<file path="src/rtl/operand_fetch.sv">
// Operand-fetch stage: 8-entry register file with writeback bypass and a
// single-entry valid/ready output register feeding the ALU.
module operand_fetch #(
  parameter int n    = 8,
  parameter int REGS = 8,
  localparam int AW  = $clog2(REGS)
) (
  input  logic          clk,
  input  logic          reset,
  input  logic          in_valid,
  output logic          in_ready,
  input  logic [AW-1:0] rs_addr,
  input  logic [AW-1:0] rt_addr,
  input  logic [AW-1:0] rd_addr,
  input  logic [n-1:0]  imm,
  input  logic          use_imm,
  input  logic [3:0]    func_in,
  output logic          out_valid,
  input  logic          out_ready,
  output logic [n-1:0]  a,
  output logic [n-1:0]  b,
  output logic [3:0]    func,
  output logic [AW-1:0] rd_out,
  input  logic          wb_en,
  input  logic [AW-1:0] wb_addr,
  input  logic [n-1:0]  wb_data
);

  logic [REGS-1:0][n-1:0] r_rf;
  logic                   r_valid;
  logic [n-1:0]           r_a, r_b;
  logic [3:0]             r_func;
  logic [AW-1:0]          r_rd, r_rs, r_rt;
  logic                   r_use_imm;

  logic                   w_accept;
  logic                   w_wb_live;
  logic [n-1:0]           w_rs_val, w_rt_val, w_b_sel;

  // A writeback to R0 is dropped everywhere, so fold that into one qualifier.
  assign w_wb_live = wb_en && (wb_addr != '0);
  assign in_ready  = !r_valid || out_ready;
  assign w_accept  = in_valid && in_ready;

  // Register read with write-before-read bypass; R0 is hardwired to zero.
  always_comb begin
    w_rs_val = '0;
    w_rt_val = '0;
    if (rs_addr != '0)
      w_rs_val = (w_wb_live && wb_addr == rs_addr) ? wb_data : r_rf[rs_addr];
    if (rt_addr != '0)
      w_rt_val = (w_wb_live && wb_addr == rt_addr) ? wb_data : r_rf[rt_addr];
    w_b_sel = use_imm ? imm : w_rt_val;
  end

  // Register file write port; entry 0 is never written.
  always_ff @(posedge clk) begin
    if (reset)
      r_rf <= '0;
    else if (w_wb_live)
      r_rf[wb_addr] <= wb_data;
  end

  // Output stage: load on accept, drop on consume, refresh held operands
  // from a matching writeback while stalled.
  always_ff @(posedge clk) begin
    if (reset) begin
      r_valid   <= 1'b0;
      r_a       <= '0;
      r_b       <= '0;
      r_func    <= '0;
      r_rd      <= '0;
      r_rs      <= '0;
      r_rt      <= '0;
      r_use_imm <= 1'b0;
    end else if (w_accept) begin
      r_valid   <= 1'b1;
      r_a       <= w_rs_val;
      r_b       <= w_b_sel;
      r_func    <= func_in;
      r_rd      <= rd_addr;
      r_rs      <= rs_addr;
      r_rt      <= rt_addr;
      r_use_imm <= use_imm;
    end else if (out_ready) begin
      r_valid <= 1'b0;
    end else if (r_valid && w_wb_live) begin
      if (wb_addr == r_rs)
        r_a <= wb_data;
      if (!r_use_imm && wb_addr == r_rt)
        r_b <= wb_data;
    end
  end

  assign out_valid = r_valid;
  assign a         = r_a;
  assign b         = r_b;
  assign func      = r_func;
  assign rd_out    = r_rd;

endmodule

</file>
<file path="config.mk">
export PLATFORM = sky130hd
export DESIGN_NAME = operand_fetch
export DESIGN_NICKNAME = d
export VERILOG_FILES = /design/src/rtl/operand_fetch.sv
export SDC_FILE = /design/constraint.sdc
export NUM_CORES = 1
export LEC_CHECK = 0
export CAP_MARGIN = 20
export CORE_MARGIN = 1.5
export CORE_UTILIZATION = 50
export DETAILED_ROUTE_END_ITERATION = 6
export PLACE_DENSITY = 0.76
export SYNTH_ARGS = -nofsm -noshare
export SYNTH_HDL_FRONTEND = slang
export SYNTH_SLANG_ARGS = --single-unit
</file>
<file path="constraint.sdc">
create_clock -name clk -period 1.7 [get_ports clk]
set_input_delay 0.34 -clock clk [delete_from_list [all_inputs] [get_ports clk]]
set_output_delay 0.34 -clock clk [all_outputs]
set_load 0.01 [all_outputs]
</file>
==> flow_summary.json <==
{
  "crit_arrival_ns": 1.93,
  "vias_per_cell": 5.910,
  "netlist_top_cells_area": "dfxtp_1, mux4_2, nand2_1",
  "ys_async_sr_fraction_pct": 0,
  "gp_congestion": 0.9100,
  "drv_cap": 0,
  "hold_depth": 3,
  "ys_seq_elements": 95,
  "dr.pass1.iters": 6,
  "final_hold_viol_count": 0,
  "r2r_slack_ns": 0.03,
  "crit_path_cell_trace": "buf_2 -> bufbuf_16 -> mux4_2 -> mux2_2 -> a221oi_4 -> nor3_1",
  "first_iter_violations": 397,
  "synthTopCellsByCount": "nand2_1, dfxtp_1, a21oi_1",
  "relSlewSlack_pct": 67.83,
  "p_per_area_nw_per_um2": 755.6,
  "die_x_um": 100.7,
  "routed_wl_um": 14510,
  "cp.required_ns": 1.95,
  "wire_per_inst_um": 18.97,
  "core_area_um2": 9240,
  "path_delay_family": "multiplexers",
  "postCtsHoldBufs": 0,
  "ant_nets": 0,
  "rows": 35,
  "finalWorstSetupSlack_ns": 0.01892,
  "initial_core_util_pct": 51.60,
  "netlist_area_um2": 4768,
  "io_pins": 63,
  "reg2reg_to": "a[7]$_SDFFE_PP0P_",
  "min_from": "reset",
  "cp-start-kind": "input port",
  "fmax_ghz": 0.5949,
  "synth_most_common_cell": "nand2_1",
  "yosysUniqueCellTypes": 40,
  "finalMaxSlewViolations": 0,
  "cts_tree": "yes",
  "layout-drive-gt1-share_pct": 27.04,
  "synth_ff_type": "dfxtp_1",
  "whs_endpoint": "b[4]$_SDFFE_PP0P_",
  "worst_path_largest_cell_delay_ns": 0.50,
  "cts_made_buffers": 9,
  "synthCells": 529,
  "worst_slew_pin_slew_ns": 0.4810,
  "grt_usage_pct": 28.36,
  "status": "completed",
  "portBuffers": 62,
  "drc": 0,
  "setup-tns-final_ns": 0,
  "antenna_cells": 0,
  "grt_max_degree": 96,
  "vdd_ir_drop_max_mv": 0.4106,
  "overflow": 0,
  "syn_to_final_growth_pct": 34.48,
  "place_ws_ns": -0.7594,
  "yosys_warnings": 0,
  "vias": 4521,
  "grt_pass1_vias": 4334,
  "finClkSkew_ns": 0.009505,
  "ys_seq_area_share_pct": 39.88,
  "end_kind": "register",
  "path_class": "in2reg",
  "final-setup-viol-count": 0,
  "cts_max_path_buffers": 2,
  "stdcell_area_um2": 6412,
  "yosys.area.top_type_share_pct": 39.88,
  "antenna_found_initial": 0,
  "finalCritPeriodShare_pct": 98.89,
  "worstPathMaxFanout": 7,
  "syn-num-nets": 567,
  "grt_pass1_wl_um": 22320,
  "hpwl_um": 9603,
  "clock_latency_ns": 0.38,
  "slowest_stage": "mux4_2",
  "period_minus_slack_ns": 1.681,
  "path_clk_slew_ns": 0.11,
  "synth_edf_count": 0,
  "cts_htree_levels": 3,
  "ff2ff_path_depth": 5,
  "die_h_um": 100.7,
  "p_leak_nw": 2.362,
  "nNetsFinal": 669,
  "cts_sinks": 95,
  "critPathBufInv": 2,
  "cts_root_buf": "clkbuf_8",
  "holdCritPathClass": "in2reg",
  "floorplan.die_area_um2": 10130,
  "place_area_um2": 5867,
  "fin_util_pct": 69.40,
  "finalPower_mw": 4.845,
  "rsz0062_at_grt": "yes",
  "rr_startpoint": "r_rf[31]$_SDFFE_PP0P_",
  "yosys.area.top_type": "dfxtp_1",
  "syn_avg_cell_area_um2": 9.014
}
worst max path at each step:
stage | from | endpoint | slack, ns | cells past startpoint
after global routing | wb_addr[1] | b[1]$_SDFFE_PP0P_ | -0.03 | 8
after global placement | rs_addr[0] | a[7]$_SDFFE_PP0P_ | -0.69 | 7
final | rs_addr[0] | a[6]$_SDFFE_PP0P_ | 0.02 | 6
after CTS | out_valid$_SDFFE_PP0P_ | a[4]$_SDFFE_PP0P_ | -0.01 | 6
after floorplan | rs_addr[0] | a[7]$_SDFFE_PP0P_ | -0.04 | 6
after detailed placement | rs_addr[0] | a[6]$_SDFFE_PP0P_ | -0.76 | 8
flip-flops by register name (all words and copies together) (netlist names):
signal     cells
out_valid      1
r_rt           3
r_use_imm      1
a              8
rd_out         3
r_rf          64
func           4
r_rs           3
b              8
timing repair:
| action | 4_1_cts | 5_1_grt |
|---|---|---|
| buffers inserted | 5 | 1 |
| resized for setup | 36 | 33 |
| pin swaps | 7 | 11 |
| gates cloned | 3 | 1 |
| setup endpoints to repair | 17 | 17 |
power breakdown:
part           switching [mW]  total [mW]  internal [mW]
registers              0.0556        2.36           2.31
logic                   0.465       0.941          0.477
clock network           0.950        1.54          0.593
total                    1.47        4.85           3.38
per-stage QoR:
step	instances	hold WS, ns
floorplan	529	0.4367
global placement	739	0.4425
detailed placement	739	0.4552
CTS	763	0.3848
global route	765	0.4119
finish	765	0.3919
tightest hold or removal path: cells and delay by family:
kind | cells | cell delay [ns]
AND/OR/NAND/NOR | 1 | 0.18
buffers and inverters | 1 | 0.12
AO/OA/AOI/OAI | 1 | 0.09
per-layer routing:
metal	track usage (%)	vias to the layer above	share of wire [%]
li1	-	2075	-
met1	37.76	2140	41
met2	46.31	261	48
met3	4.924	45	8.7
met4	10.62	0	2.7
met5	0	-	0
layout by cell type, fill, tap and decap left out, drive strengths merged, types with 2 or more instances in the layout:
cell / synthesis / layout
o21ai: 2 / 2
nand2: 149 / 149
buf: 18 / 73
bufbuf: 0 / 2
mux4: 32 / 32
dfxtp: 95 / 95
nand2b: 4 / 4
inv: 1 / 6
nand3: 4 / 4
a211oi: 8 / 8
a221oi: 7 / 7
and3: 9 / 9
or3: 2 / 2
clkinv: 0 / 2
dlygate4sd2: 0 / 9
o32ai: 8 / 8
mux2: 16 / 16
mux2i: 8 / 8
a21oi: 75 / 75
xor2: 6 / 6
nor2: 14 / 14
clkbuf: 25 / 9
xnor2: 4 / 4
nor3: 10 / 10
nor2b: 18 / 18
clkdlybuf4s50: 0 / 49
cell type report:
| class | count | area [um2] |
|---|---|---|
| clock buffer | 9 | 123.9 |
| clock inverter | 7 | 81.33 |
| fill | 648 | 2828 |
| inverter | 1 | 3.754 |
| multi-input combinational | 390 | 2865 |
| sequential | 95 | 1906 |
| tap | 129 | 161.4 |
| timing repair buffer | 134 | 1271 |
logic make-up after synthesis:
kind of cell / count (synthesis) / synth area share, %
buffers and inverters: 44 / 4.146
xor gates and xnor gates: 10 / 1.837
and+or+nand+nor: 217 / 19.79
DFF: 95 / 39.88
AOI/OAI and AO/OA: 107 / 13.78
muxes: 56 / 20.57
Power figures use the tool's default switching activity.
==> RTL change 1: new RTL, config.mk and constraints unchanged <==
Set the parameter `REGS` to 16 (it was 8).
--- a/src/rtl/operand_fetch.sv
+++ b/src/rtl/operand_fetch.sv
@@ -3,5 +3,5 @@
 module operand_fetch #(
   parameter int n    = 8,
-  parameter int REGS = 8,
+  parameter int REGS = 16,
   localparam int AW  = $clog2(REGS)
 ) (
Interface: changed (5 resized); port bits go from 63 to 68. The function was not compared with the original's and may differ.
==> RTL change 1 against the original RTL <==
  * Sequential cell count is 67 higher
  * First-iteration DRC count is 68% higher
  * Fmax is 0.22% lower
  * Area after synthesis is 73% higher
  * Critical endpoint is now b[7]
  * Wire length is 55% higher
  * Power is 83% higher
  * Design area is 63% higher
  * Worst setup slack worse by 3.7 ps
==> RTL change 1: results (changes against the original RTL) <==
CTS
  • Worst skew pair latency: 440 ps (+60 ps)
  • Clk buf depth: 2 (unchanged)
  • CTS Buf Count: 17 (+8)
  • Root buffer cell: clkbuf_16
  • H-tree depth: 4 (+1)
  • Clk pin slew, worst setup/hold paths: 60 ps (-50 ps)

Route
  • DR iter-0 viols: 668 (+68%)
  • Vias/cell: 5.86 (-0.87%)
  • Pre-Repair DR Iteration Count: 6 (unchanged)
  • Average wire per standard cell: 19.5 um (+2.7%)
  • WL final: 22.5 mm (+55%)

Synthesis
  • Syn Nets: 858 (+51%)
  • Yosys cell types: 42 (+5.0%)
  • Mux share of post-synthesis cell area: 31.4% (+11 points)
  • Commonest cells in the synthesized netlist: 174 x nor2_1, 162 x dfxtp_1, 94 x mux2i_1
  • Post-Syn Instances: 816 (+54%)
  • Sequential share of the synthesized area: 39.4% (-0.47 points)
  • Share of synthesized registers carrying an async set or reset: 0% (unchanged)
  • Post-synthesis xor/xnor area fraction: 1.70% (-0.13 points)
  • Largest cells by area after synthesis: dfxtp_1 39%, mux4_2 16%, mux2i_1 11%
  • Synth Flop Type: dfxtp_1
  • Synth Area in Compound Gates: 8.01% (-5.8 points)
  • Post-synthesis adder-cell area fraction: 0% (unchanged)

Setup path
  • Reg2Reg Depth: 4 (-1)
  • Slowest Stage Delay on Critical Path: 580 ps (+80 ps)
  • Worst reg2reg setup slack: 60 ps (+30 ps)
  • WP data arrival: 1980 ps (+50 ps)
  • RR Endpoint: a[6]
  • Critical Path Fanout Max: 6 (-1)
  • CP startpoint: rt_addr[3]
  • Crit Reg-Reg Startpoint: r_rf[22]
  • Top delay family on crit path: simple AND/OR/NAND/NOR gates
  • Slowest CP cell: clkdlybuf4s50_1
  • End of the critical path: b[7]

Placed design
  • DP HPWL: 15.8 mm (+65%)
  • GP Congestion: 0.874 (-4.0%)
  • Number of port buffers: 67 (+8.1%)
  • DP Area: 0.00977 sq mm (+67%)
  • Place WS: -612 ps (+147 ps)
  • Placed cells: 1120 (+52%)

Timing
  • Fin crit share: 99.1% (+0.22 points)
  • Final Skew: 6.59 ps (-2.91 ps)
  • Endpoints failing setup: 0 (unchanged)
  • Slew @ Worst Pin: 660 ps (+179 ps)

Layout
  • # diodes: 0 (unchanged)
  • Max FFs per register: 128 (+100%)
  • Biggest register: r_rf
  • Layout cells sized above 1: 23.7% (-3.3 points)
  • Final nets: 969 (+45%)
  • Filler cell count: 1189 (+83%)

Run status
  • Outcome: finished, final reports clean

Global routing
  • Largest net degree at the start of global routing: 137 (+43%)
  • Vias in the first global route: 6675 (+54%)
  • Gr usage total: 26.8% (-1.6 points)
  • Initial antenna violation count: 0 (unchanged)
  • First-pass GRT wire length: 36.3 mm (+62%)

Power
  • Maximum vdd drop: 710 uV (+73%)
  • Leakage: 4.01 nW (+70%)
==> RTL change 1: cell types whose count changed in the layout (fill, tap and decap cells not counted), moves of 17 or more <==
| cell | unedited run | this run |
|---|---|---|
| nand2_1 | 148 | 63 |
| dfxtp_1 | 92 | 162 |
| nor2_1 | 14 | 173 |
| mux4_2 | 32 | 66 |
| clkbuf_16 | 0 | 17 |
| buf_12 | 5 | 22 |
| mux2i_1 | 6 | 94 |
==> RTL change 1: kinds of logic (layout without fill, tap and decap cells) <==
family	after synthesis	count (layout)
simple gates	290	290
mux	166	166
flops	162	162
compound gates	97	97
buf+inv	85	209
xor+xnor	16	16
==> RTL change 1: layout make-up <==
type | count | area (sq um) | share of cell area [%]
clock buffer | 23 | 488 | 4.67
clock inverter | 9 | 104 | 0.993
inverter | 16 | 61.3 | 0.586
multi-input combinational | 569 | 4630 | 44.3
sequential | 162 | 3240 | 31.0
tap | 216 | 270 | 2.58
timing repair buffer | 161 | 1660 | 15.9
==> RTL change 1: routing by layer <==
layer / vias to the layer above / wire length [um] / GRT usage [%] / part of all wire (%)
met2: 330 / 10700 / 42.4 / 47
met5: - / 0 / 0 / 0
met3: 36 / 1910 / 6.94 / 8.5
li1: 3109 / - / - / -
met4: 0 / 377 / 8.95 / 1.7
met1: 3297 / 9560 / 36.0 / 42
==> RTL change 1: worst min path at each step <==
stage                end  cells past startpoint       start  slack [ps]
6_report         r_rt[1]                      4  rt_addr[1]         340
5_1_grt          r_rt[1]                      4  rt_addr[1]         340
4_1_cts             a[5]                      4       reset         330
3_5_place_dp     func[0]                      2     func[0]         450
3_3_place_gp     func[3]                      2     func[3]         440
2_1_floorplan  r_use_imm                      2   r_use_imm         440
==> RTL change 1: tightest hold or removal path: stages <==
cell     delay, ps
buf_2          130
buf_4          150
nand2_1         60
a21oi_1         50
==> RTL change 1: repair_timing <==
item | 4_1_cts | 5_1_grt
pin swaps | 4 | 3
gates resized for setup | 15 | 12
gates cloned | 1 | 0
buffers inserted | 2 | 1
setup endpoints to repair | 90 | 26
==> RTL change 1: where the power goes <==
group          switching (mW)  total (mW)  internal [mW]
Clock                    1.55        3.86           2.31
Combinational           0.554        1.08          0.530
Sequential             0.0516        3.93           3.88
Total                    2.16        8.87           6.71
==> RTL change 2: new RTL, same flow settings <==
Made on the original files. Reset style: asynchronous (`reset`), changed in 2 clocked blocks.
--- a/src/rtl/operand_fetch.sv
+++ b/src/rtl/operand_fetch.sv
@@ -55,5 +55,5 @@
 
   // Register file write port; entry 0 is never written.
-  always_ff @(posedge clk) begin
+  always_ff @(posedge clk or posedge reset) begin
     if (reset)
       r_rf <= '0;
@@ -64,5 +64,5 @@
   // Output stage: load on accept, drop on consume, refresh held operands
   // from a matching writeback while stalled.
-  always_ff @(posedge clk) begin
+  always_ff @(posedge clk or posedge reset) begin
     if (reset) begin
       r_valid   <= 1'b0;
Function: differs if reset is asserted again (counterexample within 4 cycles, from zero or initial values and one cycle with reset high); with reset held inactive, the same outputs for 4 cycles.
==> RTL change 2 against the original RTL <==
  * Combinational power grew 83%
  * Power grew 29%
  * Cell count shrank 15%
  * Wire length shrank 11%
  * Design area grew 2.3%
  * Non-clock buffer count shrank 14
  * Worst setup slack lost 2.8 ps
  * Sequential cell count is the same
  * Hold slack lost 5.4 ps
  * Count of clock-buffer cells in the layout grew 3
  * Area after synthesis grew 6.8%
  * Critical path type is now reg -> reg
  * Critical endpoint is now b[3]
==> RTL change 2: results (changes against the original RTL) <==
Synthesis
  • Mux share of post-synthesis cell area: 29.1% (+8.5 points)
  • Post-synthesis xor/xnor area fraction: 2.06% (+0.23 points)
  • Syn avg cell area: 11.9 sq um (+32%)
  • Yosys cell types: 42 (+5.0%)
  • Largest cells by area after synthesis: dfrtp_1 47%, mux2_2 12%, mux4_2 12%
  • Sequential share of the synthesized area: 46.7% (+6.8 points)
  • Commonest cells in the synthesized netlist: 95 x dfrtp_1, 68 x nand2_1, 56 x mux2_2

Layout
  • Layout cells sized above 1: 34.6% (+7.6 points)
  • Final nets: 553 (-17%)
  • Multi-input gate area: 0.00257 sq mm (-10%)
  • Filler cell count: 734 (+13%)

Route
  • DR vias: 3806 (-16%)
  • DR iter-0 viols: 187 (-53%)
  • Pre-Repair DR Iteration Count: 4 (-2)
  • Average wire per standard cell: 19.9 um (+4.8%)

Timing
  • Final Skew: 8.02 ps (-1.49 ps)

Run status
  • Outcome: finished, final reports clean

Placed design
  • Placed cells: 631 (-15%)
  • GP Congestion: 0.813 (-11%)

Power
  • Maximum vdd drop: 485 uV (+18%)
  • Leakage: 2.87 nW (+22%)

Hold path
  • HP Start: rs_addr[1]
  • Hold Crit Endpoint: r_rs[1]

CTS
  • Clk pin slew, worst setup/hold paths: 90 ps (-20 ps)

Setup path
  • Slowest CP cell: or4_4
  • WP data arrival: 1950 ps (+20 ps)
  • Critical Path Fanout Max: 6 (-1)
  • Crit Reg-Reg Startpoint: r_rt[2]

Global routing
  • First-pass GRT wire length: 21.0 mm (-5.7%)
  • Gr usage total: 25.1% (-3.3 points)
  • Vias in the first global route: 3977 (-8.2%)
==> RTL change 2: what timing repair did <==
| item | 4_1_cts | 5_1_grt |
|---|---|---|
| resized for setup | 15 | 19 |
| endpoints found under the setup margin | 17 | 24 |
| pin swaps | 1 | 6 |
| setup buffers | 1 | 3 |
| hold buffers | 0 | 0 |
| cloned | 1 | 1 |
==> RTL change 2: critical path, delay by kind of cell, from the launching register on <==
family / cells / cell delay, ps
DFF: 1 / 410
xor gates and xnor gates: 1 / 150
AOI/OAI and AO/OA: 2 / 210
and+or+nand+nor: 2 / 820
==> RTL change 2: metal layers <==
metal	global-route usage, %	part of all wire [%]	up-vias	wire, um
met3	4.39	6.6	26	853
met1	32.2	40	1923	5250
li1	-	-	1710	-
met4	12.5	2.6	0	343
met2	41.3	50	147	6540
met5	0	0	-	0
==> RTL change 2: layout make-up <==
type                            count  share of cell area (%)
Clock inverter                      4                   0.801
Tap cell                          133                    2.54
Sequential cell                    95                    36.2
Clock buffer                       12                    2.36
Timing Repair Buffer              120                    18.8
Inverter                            1                   0.114
Multi-Input combinational cell    288                    39.1
==> RTL change 2: worst max path at each step <==
stage	start	end	slack [ps]	depth (start not counted)
finish	r_rt[2]	b[3]	20	5
global route	r_rt[2]	b[4]	-50	5
CTS	rt_addr[2]	b[1]	-0.2	8
detailed placement	rs_addr[0]	a[1]	-500	6
global placement	wb_addr[0]	a[0]	-470	7
floorplan	r_rt[2]	b[1]	80	5
==> RTL change 2: logic make-up after synthesis <==
logic type / Yosys count
simple gates: 116
mux: 106
flops: 95
compound gates: 54
buf+inv: 45
xor+xnor: 12
==> RTL change 2: stage by stage <==
stage / setup TNS (ps) / hold slack (ps) / setup WS [ps] / power, mW
finish: 0 / 386 / 16.2 / 6.26
global route: -266 / 402 / -51.3 / 6.55
global placement: -22310 / 382 / -473 / 4.53
detailed placement: -23860 / 384 / -502 / 4.62
CTS: -0.242 / 406 / -0.242 / 6.22
floorplan: 0 / 441 / 80.8 / 3.95
==> RTL change 2: power by group <==
group	internal, mW	total [mW]	switching (mW)
clock	0.767	1.58	0.814
sequential	2.66	2.95	0.295
combinational	1.02	1.72	0.703
total	4.45	6.26	1.81
